`src/rtl/mem_stage_lsu.sv`:
```
// Memory-stage load/store unit: one data-bus transaction per memory op,
// with byte-lane steering, load formatting, pipeline stall and bus timeout.
module mem_stage_lsu #(
    parameter int datawidth = 32,
    parameter int TIMEOUT   = 16
) (
    input  logic                 clk,
    input  logic                 rst,
    input  logic                 mem_op,
    input  logic                 MEMRw,
    input  logic [datawidth-1:0] addr,
    input  logic [datawidth-1:0] store_data,
    input  logic [2:0]           Rsel,
    input  logic [1:0]           Wsel,
    output logic                 dmem_valid,
    output logic                 dmem_we,
    output logic [datawidth-1:0] dmem_addr,
    output logic [datawidth-1:0] dmem_wdata,
    output logic [3:0]           dmem_be,
    input  logic                 dmem_ready,
    input  logic [datawidth-1:0] dmem_rdata,
    output logic [datawidth-1:0] load_data,
    output logic                 stall,
    output logic                 misalign,
    output logic                 bus_err
);

    localparam int CW = $clog2(TIMEOUT + 1);

    typedef enum logic [1:0] {
        IDLE,
        BUSY,
        DONE
    } state_t;

    state_t         state_q;
    logic           valid_q;
    logic           we_q;
    logic [3:0]     be_q;
    logic [31:0]    addr_q;
    logic [31:0]    wdata_q;
    logic [1:0]     off_q;
    logic [2:0]     rsel_q;
    logic [CW-1:0]  cnt_q;
    logic           err_q;
    logic [31:0]    load_q;

    logic           mis;
    logic [3:0]     be_d;
    logic [31:0]    wdata_d;
    logic [31:0]    lane;
    logic [31:0]    fmt;
    logic           start;

    always_comb begin
        mis     = 1'b0;
        be_d    = 4'b1111;
        wdata_d = store_data;
        if (MEMRw) begin
            unique case (Wsel)
                2'b00: begin
                    be_d    = 4'b0001 << addr[1:0];
                    wdata_d = {4{store_data[7:0]}};
                end
                2'b01: begin
                    mis     = addr[0];
                    be_d    = addr[1] ? 4'b1100 : 4'b0011;
                    wdata_d = {2{store_data[15:0]}};
                end
                default: mis = |addr[1:0];
            endcase
        end else begin
            unique case (Rsel)
                3'b000, 3'b100: mis = 1'b0;
                3'b001, 3'b101: mis = addr[0];
                default:        mis = |addr[1:0];
            endcase
        end
    end

    // Lane select then sign/zero extension of the returned word
    always_comb begin
        lane = dmem_rdata >> {off_q, 3'b000};
        unique case (rsel_q)
            3'b000:  fmt = {{24{lane[7]}}, lane[7:0]};
            3'b001:  fmt = {{16{lane[15]}}, lane[15:0]};
            3'b100:  fmt = {24'h0, lane[7:0]};
            3'b101:  fmt = {16'h0, lane[15:0]};
            default: fmt = dmem_rdata;
        endcase
    end

    assign start = (state_q == IDLE) && mem_op && !mis;

    always_ff @(posedge clk or negedge rst) begin
        if (!rst) begin
            state_q <= IDLE;
            valid_q <= 1'b0;
            we_q    <= 1'b0;
            be_q    <= 4'b0000;
            addr_q  <= '0;
            wdata_q <= '0;
            off_q   <= 2'b00;
            rsel_q  <= 3'b000;
            cnt_q   <= '0;
            err_q   <= 1'b0;
            load_q  <= '0;
        end else begin
            unique case (state_q)
                IDLE: begin
                    if (start) begin
                        state_q <= BUSY;
                        valid_q <= 1'b1;
                        we_q    <= MEMRw;
                        be_q    <= be_d;
                        addr_q  <= {addr[31:2], 2'b00};
                        wdata_q <= wdata_d;
                        off_q   <= addr[1:0];
                        rsel_q  <= Rsel;
                        cnt_q   <= '0;
                        err_q   <= 1'b0;
                    end
                end
                BUSY: begin
                    if (dmem_ready) begin
                        if (!we_q) load_q <= fmt;
                        state_q <= DONE;
                        valid_q <= 1'b0;
                    end else if (cnt_q == CW'(TIMEOUT - 1)) begin
                        load_q  <= '0;
                        err_q   <= 1'b1;
                        state_q <= DONE;
                        valid_q <= 1'b0;
                    end else begin
                        cnt_q <= cnt_q + 1'b1;
                    end
                end
                DONE: begin
                    err_q   <= 1'b0;
                    state_q <= IDLE;
                end
                default: begin
                    state_q <= IDLE;
                    valid_q <= 1'b0;
                end
            endcase
        end
    end

    assign dmem_valid = valid_q;
    assign dmem_we    = valid_q & we_q;
    assign dmem_addr  = addr_q;
    assign dmem_wdata = wdata_q;
    assign dmem_be    = be_q;
    assign load_data  = load_q;
    assign bus_err    = err_q;
    // Gated by rst so the pipeline is released the instant reset hits
    assign stall      = rst & (start | (state_q == BUSY));
    assign misalign   = rst & (state_q == IDLE) & mem_op & mis;

endmodule

```
`config.mk`:
```
export PLATFORM = sky130hd
export DESIGN_NAME = mem_stage_lsu
export DESIGN_NICKNAME = d
export VERILOG_FILES = /design/src/rtl/mem_stage_lsu.sv
export SDC_FILE = /design/constraint.sdc
export NUM_CORES = 1
export LEC_CHECK = 0
export BUFFER_PORTS_ARGS = -buffer_cell sky130_fd_sc_hd__buf_4
export CORE_ASPECT_RATIO = 1.75
export CORE_MARGIN = 2
export CORE_UTILIZATION = 52
export DETAILED_ROUTE_END_ITERATION = 16
export HOLD_SLACK_MARGIN = 0.1
export PLACE_DENSITY_LB_ADDON = 0.25
export REMOVE_ABC_BUFFERS = 1
export SYNTH_ARGS = -nofsm -noshare
export SYNTH_HDL_FRONTEND = slang
export SYNTH_SLANG_ARGS = --single-unit
```
`constraint.sdc`:
```
create_clock -name clk -period 4 [get_ports clk]
set_clock_uncertainty 0.15 [all_clocks]
set_input_delay 0.8 -clock clk [delete_from_list [all_inputs] [get_ports clk]]
set_output_delay 0.8 -clock clk [all_outputs]
set_load 0.05 [all_outputs]
```
==> results.txt <==
* Result of the run: finished, final reports clean
* Post-synth cell types: 41
- Pin count of the biggest net entering global routing: between 80 and 90
- Number of endpoints failing setup at the final stage: 0
* Cell with the largest stage delay on the worst path: sky130_fd_sc_hd__a22o_1
- The initial antenna violation count is 0.
* Critical path origin: MEMRw
* Largest stage delay on the critical path: 250 ps
- CTS tree: built
* Headroom to the max-slew limit: 39.4%
* Reg2reg path depth: 7
* Number of levels the H-tree was split into: 4
- Most used cell along the critical path: sky130_fd_sc_hd__buf_4
* Actual slew at the worst max-slew pin: 909 ps
- For this block, the routed nets add up to 15.2 mm of wire.
* Final GP Congestion: 0.834
* Post-route DRC violation count: 0
- For the finished layout, the period the worst path requires is 3050 ps.
- The tree built by TritonCTS fans out to ~110 sinks.
- Hold_buf cts: 0
- Summed over all nets, the half-perimeter wirelength after detailed placement is 10.8 mm.
- Async set-reset flop share out of synthesis: 100%
* Syn. warnings: 0
* Worst Path Max Fanout: 29
- From synthesis to final layout, the design area changed by 42.0%.
- Counting flops and latches in the post-synthesis netlist gives 113.
- In this run the critical register-to-register path is captured at cnt_q[3].
- Maximum operating frequency: about 0.33 GHz
- Clock tree synthesis inserted a total of 17 buffers.
* Number of enable flip-flop cells after synthesis: 0
- The final critical path takes up 76.2% of the cycle.
* IR Drop Worst-Case VDD: 0.533 mV
- Die Footprint: 0.0109 mm2
- Number of nets still failing antenna checks after routing: 0
* Mapped cell area: around 0.0052 mm2
- Number of gates resized after CTS: 0
* Total power density per cell area: 873 mW/mm2
- Routed len/inst: 18.3 um
- Cell type contributing the most total cell area after synthesis: sky130_fd_sc_hd__dfrtp_1
- The worst register-to-register path has a setup slack of 1530 ps.
- In this run the static leakage power is about 3.5 nW.
- Clock-pin transition on the worst setup and hold timing paths: 50 ps
* Dominant register cell in the synthesized netlist: sky130_fd_sc_hd__dfrtp_1
- Maximum number of buffers from clock root to sink: 2
* IO Port Bufs: 208
- Setup repair after global routing left no endpoint under its margin.
* Number of core rows: 48
- In the post-synthesis netlist, the biggest area contributors are sky130_fd_sc_hd__dfrtp_1 (54%), sky130_fd_sc_hd__mux2_1 (8.8%), sky130_fd_sc_hd__nand2_1 (5.2%), sky130_fd_sc_hd__o21ai_0 (4.3%), sky130_fd_sc_hd__a21oi_1 (3.8%).
* Final max-slew violation count: 0
- Share of the yosys chip area belonging to registers: 54.1%
- Hold_ws: 127 ps
- The setup path with the least slack is of type in2out.
- Via total after detailed routing: roughly 4,800
* Critical Path Source Type: input port
- The first global-routing pass estimated 23.9 mm of wire.
- Buffers added to address setup during post-CTS repair amount to 0.
* Syn_area_per_cell: 10.5 um2
- Start of the worst register-to-register path: cnt_q[0]
- Number of inserted filler cells in the final layout: 700
- Critical path data arrival time: 2100 ps
* Overall power: approximately 6.5 mW
- Initial DRT Pass Iterations: 5
- The via count of the first global-routing pass was 4,886.
- Mapped Cells: 498
* Cells along the critical path: buf_4 > and2b_1 > buf_4 > a22o_1 > buf_4 > nor2_1 > buf_4
- STA puts the critical path data required time at 3050 ps.
- Measured along the x axis, the die boundary spans 79.8 um.
* Post-layout net count: between 800 and 900
- After routing, the total negative slack on setup checks comes to 0 ps.
- After the first detailed-routing iteration, the DRC count stood at 311.
- The total overflow left after global routing is 0.
- Number of antenna repair diodes: 0
* Proportion of layout cells with a drive suffix above 1: 36.3%
* Initial Util: a little over half
- Vertical die dimension: around 140 um
- STA classifies the critical path endpoint as an output port.
- In this run the worst setup path terminates at misalign.
- The top cell type by area accounts for between 50% and 60% of the synthesized area.
- Max capacitance violation total: 0
- In the global route stage, overall resource usage came out at 28.3%.
* Num ports: 211
- The final hold violation count came to 0.
- Latest clock arrival within the worst-skew pair: about 400 ps
* Path class of the lowest-slack min-delay path: in2async
- Vias per std cell: between 5 and 6
- After floorplanning, the core was sized to cover 0.00985 mm2.
- The root buffer cell chosen for the clock tree is sky130_fd_sc_hd__clkbuf_16.
- Core Util, Final: 75.4%
-- power breakdown --
group	switching (mW)	internal, mW	total, mW
Combinational	2.08	0.939	3.02
Sequential	0.334	1.57	1.91
Clock	0.505	1.04	1.55
Total	2.92	3.55	6.48
-- routing by layer --
metal,GRT usage [%],routed length (um)
met5,0,0
met4,11.8,318
met3,7.19,1220
met2,50.3,8250
met1,31.9,5440
-- layout make-up --
cell class	instances	area (um2)	share of cell area, %
sequential	113	2830	38.1
timing repair buffer	216	1620	21.8
clock buffer	18	439	5.92
multi-input combinational	339	2180	29.3
clock inverter	11	165	2.23
inverter	9	33.8	0.455
tap	125	156	2.11
-- worst max-delay path: cells and delay by family --
family	cells	cell delay [ps]
buffers and inverters	4	750
AND/OR/NAND/NOR	2	280
AO/OA/AOI/OAI	1	250
-- layout by cell type (no fill, tap or decap), types with 4 or more instances in the layout --
cell                         netlist  layout
sky130_fd_sc_hd__a22o_1           12      12
sky130_fd_sc_hd__mux2_2            5       5
sky130_fd_sc_hd__bufinv_16         0       4
sky130_fd_sc_hd__a31oi_1          28      28
sky130_fd_sc_hd__inv_1             9       9
sky130_fd_sc_hd__nor2_1            6       6
sky130_fd_sc_hd__o22ai_1           4       4
sky130_fd_sc_hd__clkinvlp_4        0       4
sky130_fd_sc_hd__o21ai_0          45      45
sky130_fd_sc_hd__nand2_1          72      72
sky130_fd_sc_hd__dfrtp_1         113     113
sky130_fd_sc_hd__buf_4             3     216
sky130_fd_sc_hd__clkbuf_16         0      17
sky130_fd_sc_hd__mux2i_1           8       8
sky130_fd_sc_hd__a22oi_1          17      17
sky130_fd_sc_hd__a21oi_1          40      40
sky130_fd_sc_hd__o2bb2ai_1         6       6
sky130_fd_sc_hd__o21ai_1          11      11
sky130_fd_sc_hd__nor2b_1           4       4
sky130_fd_sc_hd__mux2_1           41      41
sky130_fd_sc_hd__nand2b_1          9       9
-- per-stage QoR --
stage	std cells	cell area, um2	setup WS [ps]
2_1_floorplan	461	5030	-1840
3_3_place_gp	802	6820	952
3_5_place_dp	802	6820	931
4_1_cts	831	7420	956
5_1_grt	831	7420	879
6_report	831	7420	952
-- sequential cells by signal, indices dropped and copies added (netlist names), 2 cells and up --
name        count
dmem_addr      30
load_data      32
rsel_q          3
state_q         2
cnt_q           5
dmem_be         4
off_q           2
dmem_wdata     32
-- cell usage after synthesis (8+ instances only) --
cell type	number
sky130_fd_sc_hd__mux2_1	41
sky130_fd_sc_hd__nand2_1	72
sky130_fd_sc_hd__buf_2	9
sky130_fd_sc_hd__inv_1	9
sky130_fd_sc_hd__mux2i_1	8
sky130_fd_sc_hd__a22oi_1	17
sky130_fd_sc_hd__a31oi_1	28
sky130_fd_sc_hd__dfrtp_1	113
sky130_fd_sc_hd__a22o_1	12
sky130_fd_sc_hd__o21ai_0	45
sky130_fd_sc_hd__o21ai_1	11
sky130_fd_sc_hd__a21oi_1	40
sky130_fd_sc_hd__nand2b_1	9
sky130_fd_sc_hd__clkbuf_1	21
-- how the worst min path moves through the flow --
| stage | to | cells after the start | slack (ps) | from |
|---|---|---|---|---|
| finish | dmem_addr[5] | 1 | 130 | rst |
| global placement | load_data[1] | 2 | 310 | load_data[1] |
| global route | dmem_addr[3] | 1 | 130 | rst |
| CTS | dmem_addr[3] | 1 | 120 | rst |
| floorplan | we_q | 1 | 340 | we_q |
| detailed placement | load_data[14] | 2 | 320 | load_data[14] |
-- cell families after synthesis --
logic type,count (synthesis),share of synthesized area (%)
AOI/OAI and AO/OA,170,19.6
DFF,113,54.1
and+or+nand+nor,110,9.60
muxes,55,11.7
buffers and inverters,47,4.38
adders and majority gates,2,0.479
other,1,0.0718
No activity file was read; power rests on OpenSTA's default activity.
